--- src/rtl/morse_tx_controller.sv ---
// Morse keying sequencer: digit -> encoder handshake -> timed tx marks/spaces.
// Ports: clk, reset, start/digit request; enc_digit/enc_ready/enc_code to the
// encoder; tx keying line; busy, done, err status; elem_idx element index.
module morse_tx_controller #(
    parameter int UNIT_CYCLES = 4
) (
    input  logic       clk,
    input  logic       reset,
    input  logic       start,
    input  logic [3:0] digit,
    output logic [3:0] enc_digit,
    output logic       enc_ready,
    input  logic [4:0] enc_code,
    output logic       tx,
    output logic       busy,
    output logic       done,
    output logic       err,
    output logic [2:0] elem_idx
);

    localparam int CW = $clog2(3 * UNIT_CYCLES);
    localparam logic [CW-1:0] ONE_U   = CW'(UNIT_CYCLES - 1);
    localparam logic [CW-1:0] THREE_U = CW'(3 * UNIT_CYCLES - 1);

    typedef enum logic [2:0] {
        IDLE,
        LOAD,
        MARK,
        SPACE,
        GAP
    } state_t;

    state_t        state;
    state_t        state_nx;
    logic [CW-1:0] cnt;
    logic [CW-1:0] cnt_ld;
    logic [4:0]    pat;
    logic          accept;
    logic          reject;
    logic          expire;
    logic          mark_bit;

    assign expire = (cnt == '0);
    assign accept = (state == IDLE) && start && (digit <= 4'd9);
    assign reject = (state == IDLE) && start && (digit > 4'd9);

    // Bit of the mark about to start: fresh encoder output when leaving
    // LOAD, otherwise the next pattern bit that SPACE is shifting up.
    assign mark_bit = (state == LOAD) ? enc_code[4] : pat[3];

    always_ff @(posedge clk) begin
        if (reset) begin
            state <= IDLE;
        end else begin
            state <= state_nx;
        end
    end

    always_comb begin
        state_nx = state;
        unique case (state)
            IDLE:    if (accept) state_nx = LOAD;
            LOAD:    state_nx = MARK;
            MARK:    if (expire) state_nx = (elem_idx == 3'd4) ? GAP : SPACE;
            SPACE:   if (expire) state_nx = MARK;
            GAP:     if (expire) state_nx = IDLE;
            default: state_nx = IDLE;
        endcase
    end

    always_comb begin
        cnt_ld = '0;
        unique case (state_nx)
            MARK:    cnt_ld = mark_bit ? ONE_U : THREE_U;
            SPACE:   cnt_ld = ONE_U;
            GAP:     cnt_ld = THREE_U;
            default: cnt_ld = '0;
        endcase
    end

    always_comb begin
        tx        = (state == MARK);
        busy      = (state != IDLE);
        enc_ready = (state == LOAD);
    end

    // Datapath: unit counter, pattern shifter, element index, pulses.
    // The pattern rotates rather than shifts; only the top bits are read.
    always_ff @(posedge clk) begin
        if (reset) begin
            cnt       <= '0;
            pat       <= '0;
            elem_idx  <= '0;
            enc_digit <= '0;
            done      <= 1'b0;
            err       <= 1'b0;
        end else begin
            if (state_nx != state) begin
                cnt <= cnt_ld;
            end else if (!expire) begin
                cnt <= cnt - CW'(1);
            end

            if (state == LOAD) begin
                pat <= enc_code;
            end else if (state == SPACE && expire) begin
                pat <= {pat[3:0], pat[4]};
            end

            if (state == LOAD) begin
                elem_idx <= '0;
            end else if (state == SPACE && expire) begin
                elem_idx <= elem_idx + 3'd1;
            end else if (state == GAP && expire) begin
                elem_idx <= '0;
            end

            if (accept) begin
                enc_digit <= digit;
            end

            done <= (state == GAP) && expire;
            err  <= reject;
        end
    end

endmodule
--- config.mk ---
export PLATFORM = sky130hd
export DESIGN_NAME = morse_tx_controller
export DESIGN_NICKNAME = d
export VERILOG_FILES = /design/src/rtl/morse_tx_controller.sv
export SDC_FILE = /design/constraint.sdc
export NUM_CORES = 1
export LEC_CHECK = 0
export CORE_MARGIN = 1
export CORE_UTILIZATION = 40
export CTS_CLUSTER_SIZE = 20
export DETAILED_ROUTE_END_ITERATION = 12
export GPL_TIMING_DRIVEN = 0
export HOLD_SLACK_MARGIN = 0.06
export SLEW_MARGIN = 20
export SYNTH_ARGS = -nofsm -noshare
export SYNTH_HDL_FRONTEND = slang
export SYNTH_SLANG_ARGS = --single-unit
--- constraint.sdc ---
create_clock -name clk -period 2 [get_ports clk]
set_input_delay 0.3 -clock clk [delete_from_list [all_inputs] [get_ports clk]]
set_output_delay 0.3 -clock clk [all_outputs]
set_load 0.02 [all_outputs]
# ---- Word level (Yosys, flattened, before mapping)
# Index checks and enable logic that the tools add are counted.
dict set report totals {
  register_bits 21
  latchBits 0
  ram_bits 0
  mem_bits_ro 0
  input_bits 12
  out_inout_bits 12
  wordCells 47
  mem_count 0
}
dict set report op_classes {
  addsub 2
  n_mul 0
  n_div 0
  n_lt_le_gt_ge 2
  eq_ne 10
  shift 0
  muxes 15
  n_bitwise 0
  reduce_logical 11
}
# operator count
set ops {}
lappend ops {{$mux 3} 7}
lappend ops {{$pmux 3 s5} 1}
lappend ops {{$eq 3x2->1 const B} 4}
lappend ops {{$mux 4} 3}
lappend ops {{$pmux 4 s3} 1}
lappend ops {{$mux 5} 2}
lappend ops {{$eq 3x3->1 const B} 3}
lappend ops {{$logic_and 1x1->1} 5}
lappend ops {{$gt 4x4->1 const B} 1}
lappend ops {{$le 4x4->1 const B} 1}
lappend ops {{$logic_not 4->1} 1}
lappend ops {{$reduce_bool 2->1} 2}
lappend ops {{$sub 4x1->4 const B} 1}
lappend ops {{$add 3x1->3 const B} 1}
lappend ops {{$eq 3x1->1 const B} 1}
lappend ops {{$logic_not 3->1} 1}
lappend ops {{$ne 3x3->1} 1}
lappend ops {{$reduce_bool 3->1} 1}
lappend ops {{$ne 2x1->1 const B} 1}
lappend ops {{$reduce_or 2->1} 1}
lappend ops {{$mux 1} 1}

# ---- Depth between registers and ports, before layout
dict set report depth {
  depth_word 8
  ltp_mapped 7
  depth_no_buf 6
}

# ---- Least setup slack after synthesis
# OpenSTA, ideal clock, no wires.
dict set report synth_timing {
  path_kind {reg2reg}
  from {register cnt[0]}
  to {register cnt[3]}
  arrival_ns 1.520
  setup_slack_ns 0.353
  path_stages_with_launch 8
  path_buffers 1
  cell_sequence {dfxtp_1 inv_1 ha_1 or3b_1 buf_6 o21ai_1 a2111oi_1 or3_1}
}
dict set report synth_between {
  elab_chain_len 6
  word_cells_on_any_way 14
  classes_between {1 x add/sub; 5 x eq/ne; 7 x mux; 1 x reduce/logical}
}
# element line_no
set synth_lines {}
lappend synth_lines {{start: declaration} 35} ;# logic [CW-1:0] cnt;
lappend synth_lines {{start signal: assignment} 99} ;# cnt <= cnt_ld;
lappend synth_lines {{start signal: assignment} 101} ;# cnt <= cnt - CW'(1);
lappend synth_lines {{$logic_not 4->1} 43} ;# assign expire = (cnt == '0);
lappend synth_lines {{$mux 3 (on tied branches)} {66, 64, 65}}
lappend synth_lines {{$pmux 3 s5} 61} ;# unique case (state)
lappend synth_lines {{$eq 3x3->1 / $eq 3x2->1 (equally long branches)} 73} ;# unique case (state_nx)
lappend synth_lines {{$pmux 4 s3} 73}
lappend synth_lines {{$mux 4} 98} ;# if (state_nx != state) begin
# Several ways; a longest one is shown, not always the timed one. The select of a mux whose other input is x is not followed.
# A chain may end at the register's enable or synchronous reset.

# ---- Final worst setup path
dict set report layout_timing {
  from {register state[2]}
  to {output port busy}
}
dict set report layout_between {
  elab_chain_len 1
}
# element line_no
set layout_lines {}
lappend layout_lines {{start: declaration} 33} ;# state_t state;
lappend layout_lines {{start signal: assignment} 55} ;# state <= state_nx;
lappend layout_lines {{$reduce_bool 3->1} 83} ;# busy = (state != IDLE);
lappend layout_lines {{end: declaration} 15} ;# output logic busy,
# No other way between the ends.

==> impl_metrics.py <==
metrics = {
    "power": {
        "vdd_ir_drop_max_v": 0.0006572,
        "p_leak_nw": 0.5699,
        "power_density_mw_per_mm2": 1010,
    },
    "worst_setup_path": {
        "cp_top_family": "buffers and inverters",
        "crit_path_start_kind": "flip-flop",
        "worst_path_max_delay_cell": "or3_4",
        "worst_setup_path_end_kind": "primary output",
        "r2r_slack_ps": 200,
        "critPathMaxFanout": 10,
        "cp_cell_sequence": "buf_2 -> or3_4 -> dlygate4sd2_1",
        "path_depth": 3,
        "r2r_cells": 7,
        "cp.required_ps": 1700,
        "r2r_start": "cnt[0]$_SDFFE_PP0P_",
        "setup.worst_path.start": "state[2]$_SDFF_PP0_",
        "critPathMaxStageDelay_ps": 400,
        "r2r-end": "pat[3]$_SDFFE_PP0P_",
        "crit_type": "reg2out",
        "critical_path_arrival_ps": 1570,
        "critPathBufInv": 2,
        "endpoint": "busy",
    },
    "die": {
        "die_h_um": 55.79,
        "placementRows": 19,
        "die_x_um": 55.79,
        "initial_core_util_pct": 41.97,
        "core_mm2": 0.002758,
        "fp.dieArea_mm2": 0.003113,
        "top_level_ports": 24,
    },
    "final_layout": {
        "area_growth_pct": 26.70,
        "drive_above_1_share_pct": 18.47,
        "n_antenna_cell": 0,
        "nets": 173,
        "fin_util_pct": 53.18,
    },
    "drt": {
        "wl_met2_um": 1283,
        "drtIter0Drc": 34,
        "routed_via_density": 5.606,
        "wl_um": 2672,
        "top_layer_used": "met4",
        "ant_nets": 0,
        "wl_met1_um": 1288,
        "dr_wl_met3_um": 82,
        "wl_per_cell_um": 14.21,
        "drc": 0,
        "vias": 1054,
        "firstDrtPassIters": 4,
    },
    "yosys": {
        "ys_warn_count": 0,
        "syn_nets": 145,
        "synth.avg_cell_area_um2": 8.903,
        "syn_inst": 130,
        "yosys_most_used_dff": "dfxtp_1",
        "synth.area.top_cells": "dfxtp_1 (36%), nor2_1 (3.9%), a21oi_1 (3.5%)",
        "ys_seq_area_share_pct": 36.32,
        "ys_ff_latch": 21,
        "synth_top_cell_by_area": "dfxtp_1",
        "synth-async-reset-ratio_pct": 0,
        "synth_top_area_share_pct": 36.32,
        "syn_area_mm2": 0.001157,
        "synth_cell_types": 47,
        "synth-edff-count": 0,
    },
    "worst_hold_path": {
        "hold_depth": 2,
        "hold_class": "reg2reg",
    },
    "placement": {
        "gp_congestion": 0.8399,
        "port_buffers": 23,
        "hpwl_um": 1998,
    },
    "sta": {
        "fmax_mhz": 535.4,
        "finClkSkew_ps": 5.032,
        "rsz0062_at_grt": "false",
        "setup_tns_ps": 0,
        "final-hold-violation-count": 0,
        "fin_crit_sh_pct": 93.38,
        "layout_min_cycle_time_ps": 1868,
        "setup_viol": 0,
        "slew_headroom_pct": 63.46,
        "drv_slew": 0,
        "tightest_slew_ps": 548.1,
    },
    "global_routing": {
        "grt_pass1_wl_um": 4588,
        "gr-total-overflow": 0,
        "antenna_found_initial": 0,
        "grt.total_usage_pct": 18.32,
        "first_global_vias": 1036,
        "grt_max_degree": 13,
    },
    "cts": {
        "cts.path.max_buffers": 2,
        "numClockSinks": 21,
        "numCtsBuffers": 3,
        "cts_tree": "yes",
        "cts_resized": 5,
        "cts-root-buf": "clkbuf_4",
        "cts_hold_buf": 0,
        "clkLatencyLatePin_ps": 300,
        "h-tree-depth": 1,
        "cts.clk_slew.worst_paths_ps": 130,
        "post-cts-setup-buffers": 0,
    },
    "flow_run": {
        "drv_cap": 0,
    },
    "outcome": {
        "status": "complete, no violations",
    },
}
==> state kept, by name, indices dropped and copies added, names as in the netlist <==
signal and flops:
pat 5, err 1, state 3, enc_digit 4, elem_idx 3, cnt 4
done 1
==> worst reg2reg max path: cells and delay by family (launching register included) <==
| family | cells | cell delay [ps] |
|---|---|---|
| AND/OR/NAND/NOR | 2 | 640 |
| adder cells (fa/ha/maj) | 1 | 210 |
| AO/OA/AOI/OAI | 2 | 320 |
| buffers and inverters | 2 | 230 |
| flip-flops | 1 | 330 |
==> worst min path at each step <==
stage	from	to	slack, ps
after floorplan	digit[0]	enc_digit[0]$_SDFFE_PP0P_	450
after global placement	enc_digit[0]$_SDFFE_PP0P_	enc_digit[0]$_SDFFE_PP0P_	480
after detailed placement	pat[2]$_SDFFE_PP0P_	pat[2]$_SDFFE_PP0P_	480
after CTS	pat[2]$_SDFFE_PP0P_	pat[2]$_SDFFE_PP0P_	500
after global routing	pat[2]$_SDFFE_PP0P_	pat[2]$_SDFFE_PP0P_	530
final	pat[2]$_SDFFE_PP0P_	pat[2]$_SDFFE_PP0P_	500
==> per-layer routing <==
metal / up-vias / global-route usage, %
li1: 530 / -
met1: 503 / 24.12
met2: 19 / 31.15
met3: 2 / 2.558
met4: 0 / 5.357
met5: - / 0
==> where the power goes <==
group	internal, mW	switching [mW]	total [mW]	leakage, nW
Clock	0.0745	0.134	0.209	0.0177
Sequential	0.485	0.0607	0.546	0.172
Combinational	0.329	0.398	0.727	0.381
==> cells in the final DEF (no fill, tap or decap), drive strengths merged, types with 5 or more instances in the layout <==
cell	netlist	layout
nand2	5	5
nor3	9	9
buf	6	6
a21oi	9	9
clkdlybuf4s50	0	20
o21ai	8	8
nor4	5	5
dfxtp	21	21
nor2	13	13
clkbuf	1	5
inv	7	7
==> cells by family (layout without fill, tap and decap cells) <==
group | after synthesis | after routing | share of synthesized area (%)
buf+inv | 14 | 41 | 6.378
compound gates | 32 | 32 | 18.70
fa+ha+maj | 3 | 3 | 3.244
mux | 3 | 3 | 2.703
flops | 21 | 21 | 36.32
xor+xnor | 4 | 4 | 3.028
simple gates | 53 | 53 | 29.62
==> stage by stage <==
stage / instance area [µm²] / total power, mW / worst slack, ps / std cells / hold WS [ps]
after floorplan: 1157 / 1.077 / 353.5 / 130 / 447.2
after global placement: 1426 / 1.242 / -100.5 / 184 / 475.4
after detailed placement: 1426 / 1.252 / -118.7 / 184 / 478.2
after CTS: 1456 / 1.457 / 21.49 / 188 / 496.0
after global routing: 1466 / 1.592 / 70.52 / 188 / 530.7
final: 1466 / 1.482 / 132.4 / 188 / 497.3
==> cells in the mapped netlist (2+ instances only) <==
cell	number
a2111oi_1	2
a211oi_2	2
a21oi_1	8
a22oi_1	2
a31oi_1	2
and2_1	2
and4_1	2
buf_2	2
buf_6	2
dfxtp_1	21
ha_1	3
inv_1	7
mux2i_1	2
nand2_1	5
nand3_1	4
nand4_1	2
nor2_1	12
nor2b_1	2
nor3_1	7
nor4_1	3
nor4_2	2
o21ai_1	7
o31ai_1	3
xnor2_1	3
==> final cells by class <==
class | instances | area (µm²)
repair buffers | 23 | 226.5
fillers | 269 | 1291
inverters | 7 | 26.28
clock buffers | 3 | 22.52
well taps | 31 | 38.79
plain buffers | 7 | 47.55
multi-input cells | 95 | 679.4
flip-flops and latches | 21 | 420.4
clock inverters | 1 | 5.005
(Power assumes the default switching activity.)
